===== src/rtl/pool2x2_stream.sv =====
// pool2x2_stream
// 2x2 / stride-2 pooling stage for the raster-ordered conv output stream.
// All CH channels are processed in lockstep. The stage runs in max or average
// mode, and the mode is captured at each frame origin. Each pooled pixel is
// emitted as a one-cycle pulse. Each finished pooled row is also presented
// as a packed line register for the following linear stage.
module pool2x2_stream #(
  parameter int DW    = 8,
  parameter int CH    = 3,
  parameter int IMG_W = 6,
  parameter int IMG_H = 6
) (
  input  logic                         clk,
  input  logic                         rst,
  input  logic                         in_vld,
  input  logic                         sof,
  input  logic                         mode,
  input  logic [CH*DW-1:0]             conv_in,
  output logic                         pool_vld,
  output logic [CH*DW-1:0]             pool_out,
  output logic [CH*(IMG_W/2)*DW-1:0]   pool_lin,
  output logic                         line_vld,
  output logic                         frame_done
);

  localparam int OW = IMG_W / 2;
  localparam int OH = IMG_H / 2;
  // The column counter keeps at least two bits so that a pooled-slot index
  // (col >> 1) always has at least one bit.
  localparam int CW = (IMG_W > 2) ? $clog2(IMG_W) : 2;
  localparam int RW = (IMG_H > 2) ? $clog2(IMG_H) : 1;
  localparam int SW = CW - 1;
  localparam logic [CW-1:0] COL_LAST = CW'(2 * OW - 1);
  localparam logic [RW-1:0] ROW_LAST = RW'(2 * OH - 1);

  logic [CW-1:0]    col;
  logic [RW-1:0]    row;
  logic             mode_q;

  logic [CW-1:0]    eff_col;
  logic [RW-1:0]    eff_row;
  logic [SW-1:0]    slot;
  logic             col_odd;
  logic             row_odd;
  logic             at_origin;
  logic             cur_mode;
  logic             emit;
  logic             row_end;
  logic             frame_end;
  logic [CH*DW-1:0] pooled_all;

  // Resolve the position of the current beat. A qualified sof forces the
  // origin. The beat at the origin uses the freshly presented mode bit, and
  // every other beat uses the mode captured at the origin.
  always_comb begin
    eff_col   = sof ? '0 : col;
    eff_row   = sof ? '0 : row;
    slot      = eff_col[CW-1:1];
    col_odd   = eff_col[0];
    row_odd   = eff_row[0];
    at_origin = (eff_col == '0) && (eff_row == '0);
    cur_mode  = at_origin ? mode : mode_q;
    emit      = in_vld && col_odd && row_odd;
    row_end   = (eff_col == COL_LAST);
    frame_end = row_end && (eff_row == ROW_LAST);
  end

  // Advance the raster position and capture the mode on every valid beat.
  // Wrapping past the last row starts the next frame implicitly.
  always_ff @(posedge clk) begin
    if (rst) begin
      col    <= '0;
      row    <= '0;
      mode_q <= 1'b0;
    end else if (in_vld) begin
      mode_q <= cur_mode;
      if (row_end) begin
        col <= '0;
        row <= (eff_row == ROW_LAST) ? '0 : eff_row + 1'b1;
      end else begin
        col <= eff_col + 1'b1;
        row <= eff_row;
      end
    end
  end

  for (genvar c = 0; c < CH; c++) begin : g_ch
    logic [DW-1:0]   px;
    logic [DW-1:0]   stash;
    logic [DW-1:0]   h_max;
    logic [DW:0]     h;
    logic [DW:0]     b_ent;
    logic [DW-1:0]   v_max;
    logic [DW+1:0]   v_sum;
    logic [DW-1:0]   pooled;
    logic [DW:0]     lbuf [OW];

    // Form the horizontal pair value from the stash and the current pixel.
    // Then combine it with the matching line-buffer entry from the even row
    // above. The average path carries two extra bits, so the sum of four
    // pixels cannot overflow before the final divide by four.
    always_comb begin
      px     = conv_in[c*DW +: DW];
      h_max  = (stash > px) ? stash : px;
      h      = cur_mode ? ({1'b0, stash} + {1'b0, px}) : {1'b0, h_max};
      b_ent  = lbuf[slot];
      v_max  = (h[DW-1:0] > b_ent[DW-1:0]) ? h[DW-1:0] : b_ent[DW-1:0];
      v_sum  = {1'b0, h} + {1'b0, b_ent};
      pooled = cur_mode ? DW'(v_sum >> 2) : v_max;
    end

    assign pooled_all[c*DW +: DW] = pooled;

    // Hold even-column pixels in the stash. Park even-row pair values in the
    // line buffer until the odd row beneath them arrives.
    always_ff @(posedge clk) begin
      if (rst) begin
        stash <= '0;
        for (int i = 0; i < OW; i++) begin
          lbuf[i] <= '0;
        end
      end else if (in_vld) begin
        if (!col_odd) begin
          stash <= px;
        end else if (!row_odd) begin
          lbuf[slot] <= h;
        end
      end
    end
  end

  // Register the pooled pixel and the pulses. Drop the pixel into its slot of
  // the line register, so the register holds one complete pooled row at each
  // line_vld.
  always_ff @(posedge clk) begin
    if (rst) begin
      pool_vld   <= 1'b0;
      line_vld   <= 1'b0;
      frame_done <= 1'b0;
      pool_out   <= '0;
      pool_lin   <= '0;
    end else begin
      pool_vld   <= emit;
      line_vld   <= emit && row_end;
      frame_done <= emit && frame_end;
      if (emit) begin
        pool_out <= pooled_all;
        for (int c = 0; c < CH; c++) begin
          pool_lin[(c*OW + int'(slot))*DW +: DW] <= pooled_all[c*DW +: DW];
        end
      end
    end
  end

endmodule


===== config.mk =====
export PLATFORM = sky130hd
export DESIGN_NAME = pool2x2_stream
export DESIGN_NICKNAME = d
export VERILOG_FILES = /design/src/rtl/pool2x2_stream.sv
export SDC_FILE = /design/constraint.sdc
export NUM_CORES = 1
export LEC_CHECK = 0
export ABC_AREA = 1
export BUFFER_PORTS_ARGS = -buffer_cell sky130_fd_sc_hd__buf_2
export CAP_MARGIN = 15
export CORE_MARGIN = 2
export CORE_UTILIZATION = 45
export CTS_BUF_LIST = sky130_fd_sc_hd__clkbuf_16
export DETAILED_ROUTE_END_ITERATION = 10
export PLACE_DENSITY = 0.74
export SETUP_SLACK_MARGIN = 0.15
export SLEW_MARGIN = 15
export SYNTH_ARGS = -nofsm -noshare
export SYNTH_HDL_FRONTEND = slang
export SYNTH_SLANG_ARGS = --single-unit
export TNS_END_PERCENT = 5

===== constraint.sdc =====
create_clock -name clk -period 4.69 [get_ports clk]
set_input_delay 0.469 -clock clk [delete_from_list [all_inputs] [get_ports clk]]
set_output_delay 0.469 -clock clk [all_outputs]
set_load 0.01 [all_outputs]

# After elaboration in Yosys (flattened, before gate mapping)
# Memories as Yosys holds them, arrays and structs flattened.
# Index checks and enable logic that the tools add are counted.
# totals
reg_bits	130
ramBits	81
in_bits	29
out_inout_bits	99
memories	3
# memory_table
memory	words	width	rd	rd_clocked_by_memory_dff	write_ports	line	text
g_ch[0].lbuf	3	9	1	0	3	96	logic [DW:0] lbuf [OW];
g_ch[1].lbuf	3	9	1	0	3	96	
g_ch[2].lbuf	3	9	1	0	3	96	
# op_classes
addsub	13
n_lt_le_gt_ge	6
eq_ne	2
n_shift	6
muxes	37
bitwise	1
reduce_logical	12
# op_table
cell	n
bitwise mux 72 bit	3
variable shift 8 x 33 -> 72 bit (first input constant)	3
indexed part select 8 x 33 -> 72 bit	3
2-to-1 mux 8 bit	9
2-to-1 mux 9 bit	6
greater-than comparator 8 bit	6
negator 5 -> 33 bit	1
negator 6 -> 33 bit	1
negator 7 -> 33 bit	1
adder 9 x 9 -> 10 bit	3
adder 8 x 8 -> 9 bit	3
OR reduction 9 bit	3
2-to-1 mux 3 bit	5
2-to-1 mux 1 bit	11
adder 3 x 1 -> 3 bit (second input constant)	2
== test 3 bit (second input constant)	2
logical AND 1 bit	6
logical NOT 3 bit	2
2-to-1 mux 2 bit	3
adder 3 x 2 -> 4 bit (first input constant)	1
adder 2 x 2 -> 3 bit (first input constant)	1
AND reduction 2 bit	1
inverter 1 bit	1

# Depth between registers and ports, before layout
# logic_depth
ltp_word	12
ltp_mapped	32
mapped_depth_nobuf	32

# Worst setup path after synthesis
# No wires, ideal clock.
# synth_timing
path_kind	in2reg
from	input sof
to	memory g_ch[0].lbuf[3][0] in the netlist's numbering, enable pin
setup_time_ps	479
arrival_ps	4639
required_ps	4211
setup_slack_ps	-429
cell_stages	8
cell_sequence	buf_6 nor2_4 buf_2 buf_1 clkbuf_1 ha_1 inv_1 nor4_1
# synth_rtl
element	line	text
from (decl)	16	input logic sof,
to (decl)	96	

# Worst setup path in the final report
# layout_timing
from	register g_ch[1].stash[5]
to	register pool_lin[29]
# layout_between
elab_chain_len	9
elab_cells_between_ends	11
# layout_lines
element	line	text
from (decl)	89	logic [DW-1:0] stash;
from (signal assigned)	124	stash <= px;
greater-than comparator 8 bit *	104	h_max = (stash > px) ? stash : px;
2-to-1 mux 8 bit *	104	
2-to-1 mux 9 bit *	105	h = cur_mode ? ({1'b0, stash} + {1'b0, px}) : {1'b0, h_max};
named net g_ch[1].h[4]	91	logic [DW:0] h;
greater-than comparator 8 bit	107	v_max = (h[DW-1:0] > b_ent[DW-1:0]) ? h[DW-1:0] : b_ent[DW-1:0];
2-to-1 mux 8 bit	107	
2-to-1 mux 8 bit *	109	pooled = cur_mode ? DW'(v_sum >> 2) : v_max;
indexed part select 8 x 33 -> 72 bit *	149	pool_lin[(c*OW + int'(slot))*DW +: DW] <= pooled_all[c*DW +: DW];
bitwise mux 72 bit * (2 in series)	149	
to (signal, indexed assignment)	149	
to (decl)	21	output logic [CH*(IMG_W/2)*DW-1:0] pool_lin,
# The timed path passes the listed nets; every way through them passes the cells marked *.
# A chain may end at the register's enable or synchronous reset.

==> metrics.md <==
| Metric | Value |
|---|---|
| Count of antenna-violating nets left after detailed routing | 0 |
| Gp weighted congestion | 1.01 |
| Run status | finished clean |
| Number of buffers added on ports | 127 |
| Maximum fanout along the worst path | 12 |
| Sum of overflow across all layers after global routing | 0 |
| Detail Placement HPWL | 32.8 mm |
| Critical Path Start Type | flop |
| Clock sink total | 238 |
| Crit end category | flop |
| EDFF count, synth | 108 |
| Synth top area share | 0.220 |
| DIE AREA | 34300 µm² |
| Fraction of final layout cells with drive strength greater than 1 | 0.133 |
| Setup-failing EPs final | 0 |
| Setup repair bufs after CTS | 0 |
| Clock tree from TritonCTS | done |
| Minimum setup slack after placement | -0.0347 ns |
| Number of distinct standard cells referenced by the synthesized netlist | 51 |
| First-pass GRT wire length | 72.4 mm |
| Worst-case vdd ir drop | 296 µV |
| Routed length per instance | 18.1 µm |
| Synth Area per Inst | 7.55 µm² |
| Maximum count of clock buffers along a single path | 3 |
| Final core utilization | 0.517 |
| Crit Path Category | flop to flop |
| Fraction of registers with async set/reset | 0 |
| Required time at the worst-slack endpoint | 5.17 ns |
| Number of global-route vias before repair | 13500 |
| Final design area excluding fillers | 16800 µm² |
| Min setup slack post-route | 0.437 ns |
| Total vias in the final route | 14100 |
| Clock transition at the register clock pins on the worst setup and hold paths after CTS | 0.06 ns |
| Most frequent cell after synthesis | sky130_fd_sc_hd__nand2_1 |
| Count of final max-slew check failures | 0 |
| Area of the core region | 32500 µm² |
| Cell leakage power | 8.02 nW |
| Area post-placement | 16000 µm² |
| DRT Pass-1 Iters | 7 |
| Flop and latch count out of synthesis | 238 |
| Synth Instances | 1954 |
| Cell total after placement | 2486 |
| Hold_buf cts | 0 |
| H-tree depth | 1 |
| Die Ht | 185 µm |
| Relative slew slack | 0.331 |
| Least-Margin Pin Slew | 1.00 ns |
| Peak Freq | 235 MHz |
| CP Data Arrival Time | 4.73 ns |
| Min-Delay Path Class | primary input to flop |
| Share of synthesized area occupied by flip-flops and latches | 0.396 |
| Starting Density | 0.455 |
| Power per cell area | 374 nW/µm² |
| Total of cells resized after clock tree synthesis | 0 |
| Count of endpoints failing hold in the final timing report | 0 |
| Netlist Area Pre-Place | 14800 µm² |
| Area Growth Syn to Fin | 13.7% |
| Synthesized net count | 2093 |
| Post-Layout Cell Count | 2534 |
| Max cap viols | 0 |
| Top cell types by occurrence after synthesis | 425 x sky130_fd_sc_hd__nand2_1, 246 x sky130_fd_sc_hd__inv_1, 185 x sky130_fd_sc_hd__nand3_1 |
| Synth Warn # | 0 |
| DRC marker count from the first detailed-route iteration | 1313 |
| Min cycle time layout | 4.25 ns |
| Worst-case clock skew | 0.0144 ns |
| Pin count of the biggest net entering global routing | 63 |
| Leading register cell type out of synthesis | sky130_fd_sc_hd__dfxtp_1 |
| Clock root cell | sky130_fd_sc_hd__clkbuf_16 |
| Unrepaired setup endpoints after global routing | true |
| Initial antenna violation count | 0 |
| Antenna diode count | 0 |
| Std-Cell Rows | 66 |
| Count of nets after finishing | 2211 |
| Crit share post-route | 0.907 |
| Num CTS Buffers | 26 |
| Drt via density | 5.55 |
| Library cell occupying the most area in the post-synthesis netlist | sky130_fd_sc_hd__edfxtp_1 |
| Largest cells by area after synthesis | sky130_fd_sc_hd__edfxtp_1 22%, sky130_fd_sc_hd__dfxtp_1 18%, sky130_fd_sc_hd__nand2_1 11% |
| Routed WL | 45.8 mm |
| Die outline width | 185 µm |
| Overall global routing resource usage | 0.268 |
| Clock insertion delay at the later pin of the skew report | 0.55 ns |
| Number of top-level design ports | 128 |
| DR DRC count | 0 |
| Total negative slack for setup checks | 0 ns |
## cell usage in the layout, fill, tap and decap left out, types with 13 or more instances in the layout
cell	Yosys	layout
sky130_fd_sc_hd__o211ai_1	17	17
sky130_fd_sc_hd__inv_1	246	254
sky130_fd_sc_hd__o22ai_1	26	26
sky130_fd_sc_hd__nand2_1	425	422
sky130_fd_sc_hd__nand3_1	185	185
sky130_fd_sc_hd__edfxtp_1	108	108
sky130_fd_sc_hd__nor3_1	14	14
sky130_fd_sc_hd__nand4_1	50	50
sky130_fd_sc_hd__a21oi_1	149	148
sky130_fd_sc_hd__nor2_1	184	183
sky130_fd_sc_hd__o21bai_1	23	23
sky130_fd_sc_hd__nand2_2	11	13
sky130_fd_sc_hd__buf_4	4	41
sky130_fd_sc_hd__buf_2	16	127
sky130_fd_sc_hd__clkbuf_16	0	26
sky130_fd_sc_hd__dfxtp_1	130	130
sky130_fd_sc_hd__o21ai_0	79	79
sky130_fd_sc_hd__ha_1	107	107
## per-layer routing
layer / part of all wire / global-route usage
met5: 0 / 0
met2: 0.46 / 0.436
met4: 0.038 / 0.102
met3: 0.081 / 0.0342
met1: 0.42 / 0.365
## final timing paths
check	to	slack, ns	depth (start not counted)	from
max	pool_lin[29]	0.44	21	g_ch[1].stash[5]
min	g_ch[2].stash[0]	0.21	3	conv_in[16]
max reg2reg	pool_lin[29]	0.44	21	g_ch[1].stash[5]
min reg2reg	pool_lin[43]	0.46	2	pool_lin[43]
## area by class of cell
cell class | count | area, µm²
fill | 3125 | 15700
multi-input combinational | 1378 | 7600
sequential | 238 | 5850
timing repair buffer | 171 | 1000
inverter | 257 | 965
clock buffer | 26 | 651
tap | 442 | 553
clock inverter | 22 | 153
## worst max-delay path: stages, from the launching register on
cell,delay (ns)
sky130_fd_sc_hd__dfxtp_1,0.34
sky130_fd_sc_hd__ha_1,0.36
sky130_fd_sc_hd__a21oi_1,0.20
sky130_fd_sc_hd__o21a_1,0.15
sky130_fd_sc_hd__nand2_1,0.20
sky130_fd_sc_hd__nand2_2,0.23
sky130_fd_sc_hd__nand2_1,0.09
sky130_fd_sc_hd__nand3_1,0.07
sky130_fd_sc_hd__nand2_1,0.22
sky130_fd_sc_hd__ha_1,0.44
sky130_fd_sc_hd__inv_1,0.09
sky130_fd_sc_hd__nor3_1,0.28
sky130_fd_sc_hd__nand4_1,0.14
sky130_fd_sc_hd__nand2_2,0.25
sky130_fd_sc_hd__inv_1,0.18
sky130_fd_sc_hd__nand3_1,0.14
sky130_fd_sc_hd__nand2_1,0.10
sky130_fd_sc_hd__a21oi_1,0.27
sky130_fd_sc_hd__nand2_1,0.11
sky130_fd_sc_hd__nand2_1,0.13
sky130_fd_sc_hd__nand2_1,0.06
sky130_fd_sc_hd__a21oi_1,0.13
## stage by stage
| step | power (mW) | hold WS [ns] |
|---|---|---|
| finish | 6.27 | 0.210 |
| global route | 6.55 | 0.224 |
| CTS | 6.23 | 0.194 |
| detailed placement | 4.28 | 0.453 |
| global placement | 4.26 | 0.454 |
| floorplan | 3.61 | 0.455 |
## sequential cells by signal, indices dropped and copies added (netlist names)
signal	cells
line_vld	1
mode_q	1
g_ch.lbuf	108
frame_done	1
col	3
row	3
pool_lin	72
pool_out	24
pool_vld	1
g_ch.stash	24
## power by group
part           internal (mW)  switching, mW
Combinational          0.586           1.46
Sequential              2.23         0.0307
Clock                   1.07          0.886
Total                   3.89           2.38
## cell families (layout without fill, tap and decap cells)
| family | Yosys count | count (layout) | share of synthesized area |
|---|---|---|---|
| AND/OR/NAND/NOR | 915 | 915 | 0.275 |
| AO/OA/AOI/OAI | 344 | 344 | 0.138 |
| buffers and inverters | 338 | 476 | 0.0914 |
| flip-flops | 238 | 238 | 0.396 |
| adder cells (fa/ha/maj) | 110 | 110 | 0.0948 |
| XOR/XNOR | 9 | 9 | 0.00534 |
No activity file was read; power rests on OpenSTA's default activity.
